==> config.mk <==
export PLATFORM = sky130hd
export DESIGN_NAME = tri_assembler
export DESIGN_NICKNAME = d
export VERILOG_FILES = /design/src/rtl/tri_pkg.sv /design/src/rtl/tri_degen_cmp.sv /design/src/rtl/tri_assembler.sv
export SDC_FILE = /design/constraint.sdc
export NUM_CORES = 1
export LEC_CHECK = 0
export ABC_AREA = 1
export BUFFER_PORTS_ARGS = -buffer_cell sky130_fd_sc_hd__buf_2
export CAP_MARGIN = 30
export CORE_MARGIN = 5
export CORE_UTILIZATION = 37
export DETAILED_ROUTE_END_ITERATION = 16
export PLACE_DENSITY = 0.59
export SLEW_MARGIN = 20
export SYNTH_ARGS = -nofsm -noshare
export SYNTH_HDL_FRONTEND = slang
export SYNTH_SLANG_ARGS = --single-unit
==> constraint.sdc <==
create_clock -name clk -period 2.27 [get_ports clk]
set_clock_uncertainty 0.2 [all_clocks]
set_input_delay 0 -clock clk [delete_from_list [all_inputs] [get_ports clk]]
set_output_delay 0 -clock clk [all_outputs]
set_load 0.05 [all_outputs]
==> src/rtl/tri_pkg.sv <==
// rtl/tri_pkg.sv - shared types and constants for the triangle assembler
package tri_pkg;

    typedef struct packed {
        logic [31:0] x;
        logic [31:0] y;
        logic [31:0] z;
    } vertex_t;

    typedef enum logic [1:0] {
        FILL0 = 2'd0,
        FILL1 = 2'd1,
        FILL2 = 2'd2,
        EMIT  = 2'd3
    } asm_state_t;

    localparam logic MODE_LIST  = 1'b0;
    localparam logic MODE_STRIP = 1'b1;

endpackage

==> src/rtl/tri_degen_cmp.sv <==
// rtl/tri_degen_cmp.sv - combinational three-way vertex equality for degenerate culling
module tri_degen_cmp
    import tri_pkg::*;
(
    input  vertex_t va,
    input  vertex_t vb,
    input  vertex_t vin,
    output logic    degen
);

    assign degen = (vin == va) || (vin == vb) || (va == vb);

endmodule

==> src/rtl/tri_assembler.sv <==
// rtl/tri_assembler.sv - groups FIFO vertices into list/strip triangles; DEGEN_CULL_EN adds degenerate culling
module tri_assembler
    import tri_pkg::*;
#(
    parameter int VBITS   = 96,
    parameter int CNTBITS = 16
) (
    input  logic               clk,
    input  logic               reset,
    input  logic               fifo_empty,
    input  logic [VBITS-1:0]   fifo_dout,
    output logic               fifo_rd,
    input  logic               strip_mode,
    input  logic               flush,
    output logic               tri_valid,
    input  logic               tri_ready,
    output logic [VBITS-1:0]   tri_v0,
    output logic [VBITS-1:0]   tri_v1,
    output logic [VBITS-1:0]   tri_v2,
    output logic [CNTBITS-1:0] tri_count
`ifdef DEGEN_CULL_EN
   ,output logic [CNTBITS-1:0] culled_count
`endif
);

    asm_state_t       state, next_state;
    logic [VBITS-1:0] va, vb, vc;
    logic             parity;
    logic             mode_q;
    logic             degen;

`ifdef DEGEN_CULL_EN
    tri_degen_cmp u_degen_cmp (
        .va    (va),
        .vb    (vb),
        .vin   (fifo_dout),
        .degen (degen)
    );
`else
    assign degen = 1'b0;
`endif

    assign tri_valid = (state == EMIT);

    always_ff @(posedge clk or negedge reset) begin
        if (!reset) begin
            state <= FILL0;
        end else begin
            state <= next_state;
        end
    end

    always_comb begin
        next_state = state;
        fifo_rd    = 1'b0;
        if (flush) begin
            next_state = FILL0;
        end else begin
            case (state)
                FILL0: if (!fifo_empty) begin
                    fifo_rd    = 1'b1;
                    next_state = FILL1;
                end
                FILL1: if (!fifo_empty) begin
                    fifo_rd    = 1'b1;
                    next_state = FILL2;
                end
                FILL2: if (!fifo_empty) begin
                    fifo_rd = 1'b1;
                    // a culled triangle takes the accept path without visiting EMIT
                    if (!degen) begin
                        next_state = EMIT;
                    end else begin
                        next_state = (mode_q == MODE_STRIP) ? FILL2 : FILL0;
                    end
                end
                EMIT: if (tri_ready) begin
                    next_state = (mode_q == MODE_STRIP) ? FILL2 : FILL0;
                end
                default: next_state = FILL0;
            endcase
        end
    end

    always_ff @(posedge clk or negedge reset) begin
        if (!reset) begin
            va        <= '0;
            vb        <= '0;
            vc        <= '0;
            parity    <= 1'b0;
            mode_q    <= MODE_LIST;
            tri_v0    <= '0;
            tri_v1    <= '0;
            tri_v2    <= '0;
            tri_count <= '0;
`ifdef DEGEN_CULL_EN
            culled_count <= '0;
`endif
        end else if (flush) begin
            parity <= 1'b0;
        end else begin
            case (state)
                FILL0: begin
                    mode_q <= strip_mode;
                    parity <= 1'b0;
                    if (fifo_rd) va <= fifo_dout;
                end
                FILL1: if (fifo_rd) vb <= fifo_dout;
                FILL2: if (fifo_rd) begin
                    vc <= fifo_dout;
                    if (degen) begin
`ifdef DEGEN_CULL_EN
                        culled_count <= culled_count + 1'b1;
`endif
                        if (mode_q == MODE_STRIP) begin
                            va     <= vb;
                            vb     <= fifo_dout;
                            parity <= ~parity;
                        end
                    end else begin
                        // odd strip triangles swap the first two vertices to keep winding
                        tri_v0 <= parity ? vb : va;
                        tri_v1 <= parity ? va : vb;
                        tri_v2 <= fifo_dout;
                    end
                end
                EMIT: if (tri_ready) begin
                    tri_count <= tri_count + 1'b1;
                    if (mode_q == MODE_STRIP) begin
                        va     <= vb;
                        vb     <= vc;
                        parity <= ~parity;
                    end
                end
                default: ;
            endcase
        end
    end

endmodule

==> results.cfg, run 1 <==
[global_routing]
antenna_found_initial = 0
grt_max_degree = 123
grt_pass1_wl_microns = 111100
grt_pass1_vias = 19551
grt_usage_pct = 20.37
grt-ovfl-total = 0

[clocking]
clkLatencyLatePin_ns = 0.60
root_buffer = clkbuf_16
cts_resized = 0
clockBufferDepth = 3
cts_buffers = 57
clkTransAtPathRegs_ns = 0.06
clock-sinks = 500
cts_tree = yes
htreeDepth = 2

[sta]
fmax_mhz = 453.9
slew_violations = 0
rsz0062_at_grt = true
relSlewSlack_pct = 51.98
finalSetupViolCount = 0
hold_violations = 0
worst_slew_pin_slew_ns = 0.7203
tns_ns = 0
period_minus_slack_ns = 2.203
fin_crit_sh_pct = 97.05

[die]
die_w_microns = 257.3
die_h_microns = 257.3
floorplan.die_area_sq_um = 66200
num_io_pins = 408
core-area_sq_um = 60470
num_rows = 90
start_util_pct = 37.42

[layout]
antenna_cells = 0
drive_gt1_share_pct = 16.38
fin_nets = 3559
syn_to_final_growth_pct = 31.21
fin_util_pct = 49.10

[min_path]
hp-class = in2reg

[placement]
dp_hpwl_microns = 43560
port_buffers = 407
globalplace.congestion = 0.7863

[critical_path]
r2r-start = state[0]$_DFFE_PN0P_
worstSetupStartpointType = flip-flop
cp_top_family = buffers and inverters
critical-path-slowest-cell = dlygate4sd3_1
setup.worst_path.end = vc[73]$_DFFE_PN0P_
r2r_end = vc[73]$_DFFE_PN0P_
cp.depth = 7
arrival_ns = 2.53
crit_required_ns = 2.60
rrSetupSlack_ns = 0.07
crit_top_cell = nand2_1
crit_type = reg2reg
crit_fanout = 27
critical-path-max-stage-delay_ns = 0.58
worst_setup_path_end_kind = flip-flop
r2r.worst_path.cells = 7
crit_chain = nor2_2, nand3_4, inv_8, buf_12, nand2_1, dlygate4sd3_1, nand2_1
cp_num_buf_inv = 3
startpoint = state[0]$_DFFE_PN0P_

[route]
drtIter0Drc = 1413
drt-total-wl_microns = 69120
wl_per_cell_microns = 16.12
via_count = 20350
firstDrtPassIters = 8
route.detailed.drc = 0
ant_nets = 0
avgViaCountPerCell = 4.747

[power_and_ir_drop]
p_leak_nw = 15.26
total_power_mw = 45.41
irDropWorstVdd_v = 0.001033
power_density_nw_per_um2 = 1529

[logic_synthesis]
synthCells = 2907
ys_ff_latch = 500
ys_warn_count = 0
ys_top_cells_by_area = dfrtp_1 (55%), nand2_1 (23%), a31oi_1 (5.3%)
yosysUniqueCellTypes = 24
synth_top_cell_area_share_pct = 55.29
syn_avg_cell_area_sq_um = 7.784
synth_fp_nets = 3010
syn_area_sq_um = 22630
yosysSeqAreaShare_pct = 55.29
synth_top_area_cell = dfrtp_1

[run]
drv_cap = 0

[status]
status = completed
-- cells in the mapped netlist --
master / number
nand2_1: 1381
dfrtp_1: 500
inv_1: 211
nor2_1: 209
a31oi_1: 192
o21ai_1: 179
buf_2: 101
clkbuf_1: 54
buf_4: 23
o21ai_0: 21
nand3_1: 7
xnor2_1: 7
xor2_1: 5
nor2_2: 3
buf_6: 2
inv_2: 2
nand3_2: 2
nand4_1: 2
a21oi_1: 1
ha_1: 1
nand2_2: 1
nand3b_1: 1
nor2_4: 1
o21ai_2: 1
-- final cells by class --
cell class                      instances  area, sq um
Sequential cell                       500        12520
Inverter                              213        817.0
Tap cell                              782        978.4
Multi-Input combinational cell       2014         8433
Timing Repair Buffer                  670         4972
Clock buffer                           85         1744
Fill cell                            5777        30780
Clock inverter                         23        230.2
-- cell families after synthesis --
logic type               count (synthesis)  share of synthesized area [%]
AO/OA/AOI/OAI                          394                          9.793
XOR/XNOR                                12                         0.4645
adder cells (fa/ha/maj)                  1                        0.05529
buffers and inverters                  393                          7.526
flip-flops                             500                          55.29
AND/OR/NAND/NOR                       1607                          26.87
-- registers in the layout, indices dropped and copies added, names as in the netlist --
| register | cells |
|---|---|
| tri_v0 | 96 |
| va | 96 |
| mode_q | 1 |
| parity | 1 |
| vb | 96 |
| tri_v1 | 96 |
| tri_count | 16 |
| vc | 96 |
| state | 2 |
-- power breakdown --
part / internal, mW / switching [mW]
registers: 13.1 / 3.54
logic: 4.84 / 14.4
clock network: 5.75 / 3.78
total: 23.7 / 21.7
-- worst register-to-register path: cells and delay by family, from the launching register on --
kind,cells,cell delay [ns]
buffers and inverters,3,0.94
DFF,1,0.45
and+or+nand+nor,4,0.55
-- cells in the final DEF (no fill, tap or decap), types with 4 or more instances in the layout --
master | netlist | layout
nand2_1 | 1381 | 1381
inv_6 | 0 | 4
inv_1 | 211 | 210
bufinv_16 | 0 | 4
clkbuf_16 | 0 | 59
clkbuf_1 | 54 | 9
xor2_1 | 5 | 5
nand3_1 | 7 | 7
buf_12 | 0 | 33
a31oi_1 | 192 | 192
dlygate4sd3_1 | 0 | 207
clkbuf_8 | 0 | 17
nor2_1 | 209 | 209
o21ai_0 | 21 | 21
dfrtp_1 | 500 | 499
o21ai_1 | 179 | 179
buf_4 | 23 | 22
clkinv_2 | 0 | 14
xnor2_1 | 7 | 7
buf_2 | 101 | 406
-- layer usage --
layer / vias up / share of wire, % / GRT usage [%]
met5: - / 0 / 0
met4: 0 / 2.9 / 6.200
met3: 120 / 4.7 / 3.137
met2: 514 / 47 / 33.62
met1: 9508 / 45 / 27.95
li1: 10208 / - / -
-- how the worst min path moves through the flow --
stage | cells after the start | start | to
2_1_floorplan | 0 | reset | mode_q$_DFFE_PN0P_
3_3_place_gp | 1 | reset | tri_v1[72]$_DFFE_PN0P_
3_5_place_dp | 1 | reset | tri_v0[72]$_DFFE_PN0P_
4_1_cts | 6 | fifo_dout[16] | vb[16]$_DFFE_PN0P_
5_1_grt | 6 | fifo_dout[79] | va[79]$_DFFE_PN0P_
6_report | 6 | fifo_dout[81] | vb[81]$_DFFE_PN0P_
-- metrics by stage --
step	setup slack (ns)	hold slack, ns	instances	instance area, sq um
after global routing	-0.01265	0.1320	4287	29690
after global placement	0.2585	-0.1936	3971	25620
after floorplan	0.4443	-0.4956	2907	22630
final	0.06692	0.1205	4287	29690
after CTS	0.1168	0.07306	4287	29690
after detailed placement	0.2213	-0.1910	3971	25620
-- what timing repair did --
| action | 4_1_cts | 5_1_grt |
|---|---|---|
| endpoints found under the hold margin | 838 | 0 |
| hold buffers | 208 | 0 |
| setup buffers | 0 | 0 |
| endpoints found under the setup margin | 0 | 1 |
(Power assumes the default switching activity.)
==> inputs of run 2 (changes only) <==
==> constraint.sdc (replaced) <==
create_clock -name clk -period 2.05 [get_ports clk]
set_clock_uncertainty 0.2 [all_clocks]
set_input_delay 0 -clock clk [delete_from_list [all_inputs] [get_ports clk]]
set_output_delay 0 -clock clk [all_outputs]
set_load 0.05 [all_outputs]
==> run 2 against run 1 <==
  * Sequential power grew 11%
  * Clock power up 4.1%
  * First-iteration DRC count down 6.8%
  * Critical path depth did not move
==> results.cfg, run 2 (synthesized netlist as in run 1, its figures left out) <==
[status]
status = completed

[global_routing]
grt_pass1_wl_microns = 112700
grt_max_degree = 121
antenna_found_initial = 0
grt_usage_pct = 20.78
grt-ovfl-total = 0
grt_pass1_vias = 20048

[layout]
drive_gt1_share_pct = 16.54
fin_nets = 3571
mostFrequentLayoutCell = nand2_1
final_cell_mix = nand2_1 (1381), dfrtp_1 (498), buf_2 (404)
stdcell_count = 4289
stdcell_area_sq_um = 29710
syn_to_final_growth_pct = 31.29
antenna_cells = 0

[route]
ant_nets = 0
via_count = 20503
drtIter0Drc = 1317
drt-total-wl_microns = 70930
firstDrtPassIters = 5
avgViaCountPerCell = 4.780
route.detailed.drc = 0
wl_per_cell_microns = 16.54

[die]
num_io_pins = 408
floorplan.die_area_sq_um = 66200
start_util_pct = 37.42
core-area_sq_um = 60470
num_rows = 90
die_w_microns = 257.3
die_h_microns = 257.3

[power_and_ir_drop]
p_leak_nw = 15.31
irDropWorstVdd_v = 0.001239
total_power_mw = 49.81
power_density_nw_per_um2 = 1677

[sta]
fmax_mhz = 505.6
finalSetupViolCount = 0
fin_ws_ns = 0.07203
relSlewSlack_pct = 56.50
tns_ns = 0
fin_crit_sh_pct = 96.49
hold_violations = 0
period_minus_slack_ns = 1.978
slew_violations = 0
worst_slew_pin_slew_ns = 0.6525

[critical_path]
crit_type = reg2reg
arrival_ns = 2.24
crit_fanout = 80
worst_setup_path_end_kind = flip-flop
worstSetupStartpointType = flip-flop
crit_required_ns = 2.32
rrSetupSlack_ns = 0.07

[run]
drv_cap = 0

[placement]
dp_hpwl_microns = 44470
placed_cells = 3983
dp_slack_ns = 0.04467
globalplace.congestion = 0.7986
placedInstanceArea_sq_um = 25730
port_buffers = 407

[clocking]
root_buffer = clkbuf_16
clkLatencyLatePin_ns = 0.59
clkTransAtPathRegs_ns = 0.06
htreeDepth = 2
clockBufferDepth = 3
cts_tree = yes
cts_buffers = 57
clock-sinks = 500

[min_path]
hp-class = in2reg
[run 2: cell types whose count changed in the layout (fill, tap and decap cells not counted), sizes merged]
cell / delta
dlygate4sd3: -8
clkinvlp: -3
bufinv: -1
buf: +16
bufbuf: +2
clkinv: -3
clkbuf: -1
[run 2: critical path: stages (launching register included)]
cell and delay, ns:
dfrtp_2 0.46, nor2_4 0.17, nand2_1 0.12, o21ai_2 0.19, nand3_4 0.17, buf_12 0.23
nand2_1 0.13, o21ai_1 0.07
[run 2: report_power, final]
group	total, mW	switching [mW]	leakage [nW]	internal (mW)
Clock	9.92	4.06	0.891	5.86
Combinational	21.5	16.0	8.32	5.43
Sequential	18.4	3.96	6.10	14.5
[run 2: final timing paths]
check | depth (start not counted) | endpoint | start
setup / recovery | 7 | va[63]$_DFFE_PN0P_ | state[0]$_DFFE_PN0P_
hold / removal | 6 | va[35]$_DFFE_PN0P_ | fifo_dout[35]
setup reg to reg | 7 | va[63]$_DFFE_PN0P_ | state[0]$_DFFE_PN0P_
hold reg to reg | 2 | vc[37]$_DFFE_PN0P_ | vc[37]$_DFFE_PN0P_
max in group asynchronous | 4 | tri_v0[32]$_DFFE_PN0P_ | reset
min in group asynchronous | 4 | va[55]$_DFFE_PN0P_ | reset
[run 2: area by class of cell]
cell class                      count  area, sq um
Fill cell                        5830        30760
Sequential cell                   500        12520
Multi-Input combinational cell   2014         8444
Timing Repair Buffer              682         5151
Clock buffer                       82         1633
Tap cell                          782        978.4
Inverter                          213        817.0
Clock inverter                     16        166.4
[run 2: metal layers]
layer / up-vias / global-route usage (%) / routed length (microns)
met1: 9619 / 28.21 / 31570
met2: 538 / 34.01 / 33330
met4: 0 / 7.728 / 2509
met5: - / 0 / 0
met3: 140 / 3.127 / 3523
li1: 10206 / - / -
[run 2: metrics by stage]
stage                     hold slack (ns)  util, %
final                              0.1205    49.13
after CTS                         0.07562    49.02
after floorplan                   -0.4956        -
after global placement            -0.2320    42.55
after detailed placement          -0.2334    42.55
after global routing               0.1396    49.13
[run 2: what timing repair did]
action                                 in CTS  in global routing
setup buffers                               3                  2
gates cloned                                2                  1
setup endpoints to repair                   2                 97
pin swaps                                   1                  1
resized for setup                           3                  6
hold buffers                              200                  0
endpoints found under the hold margin     875                  0
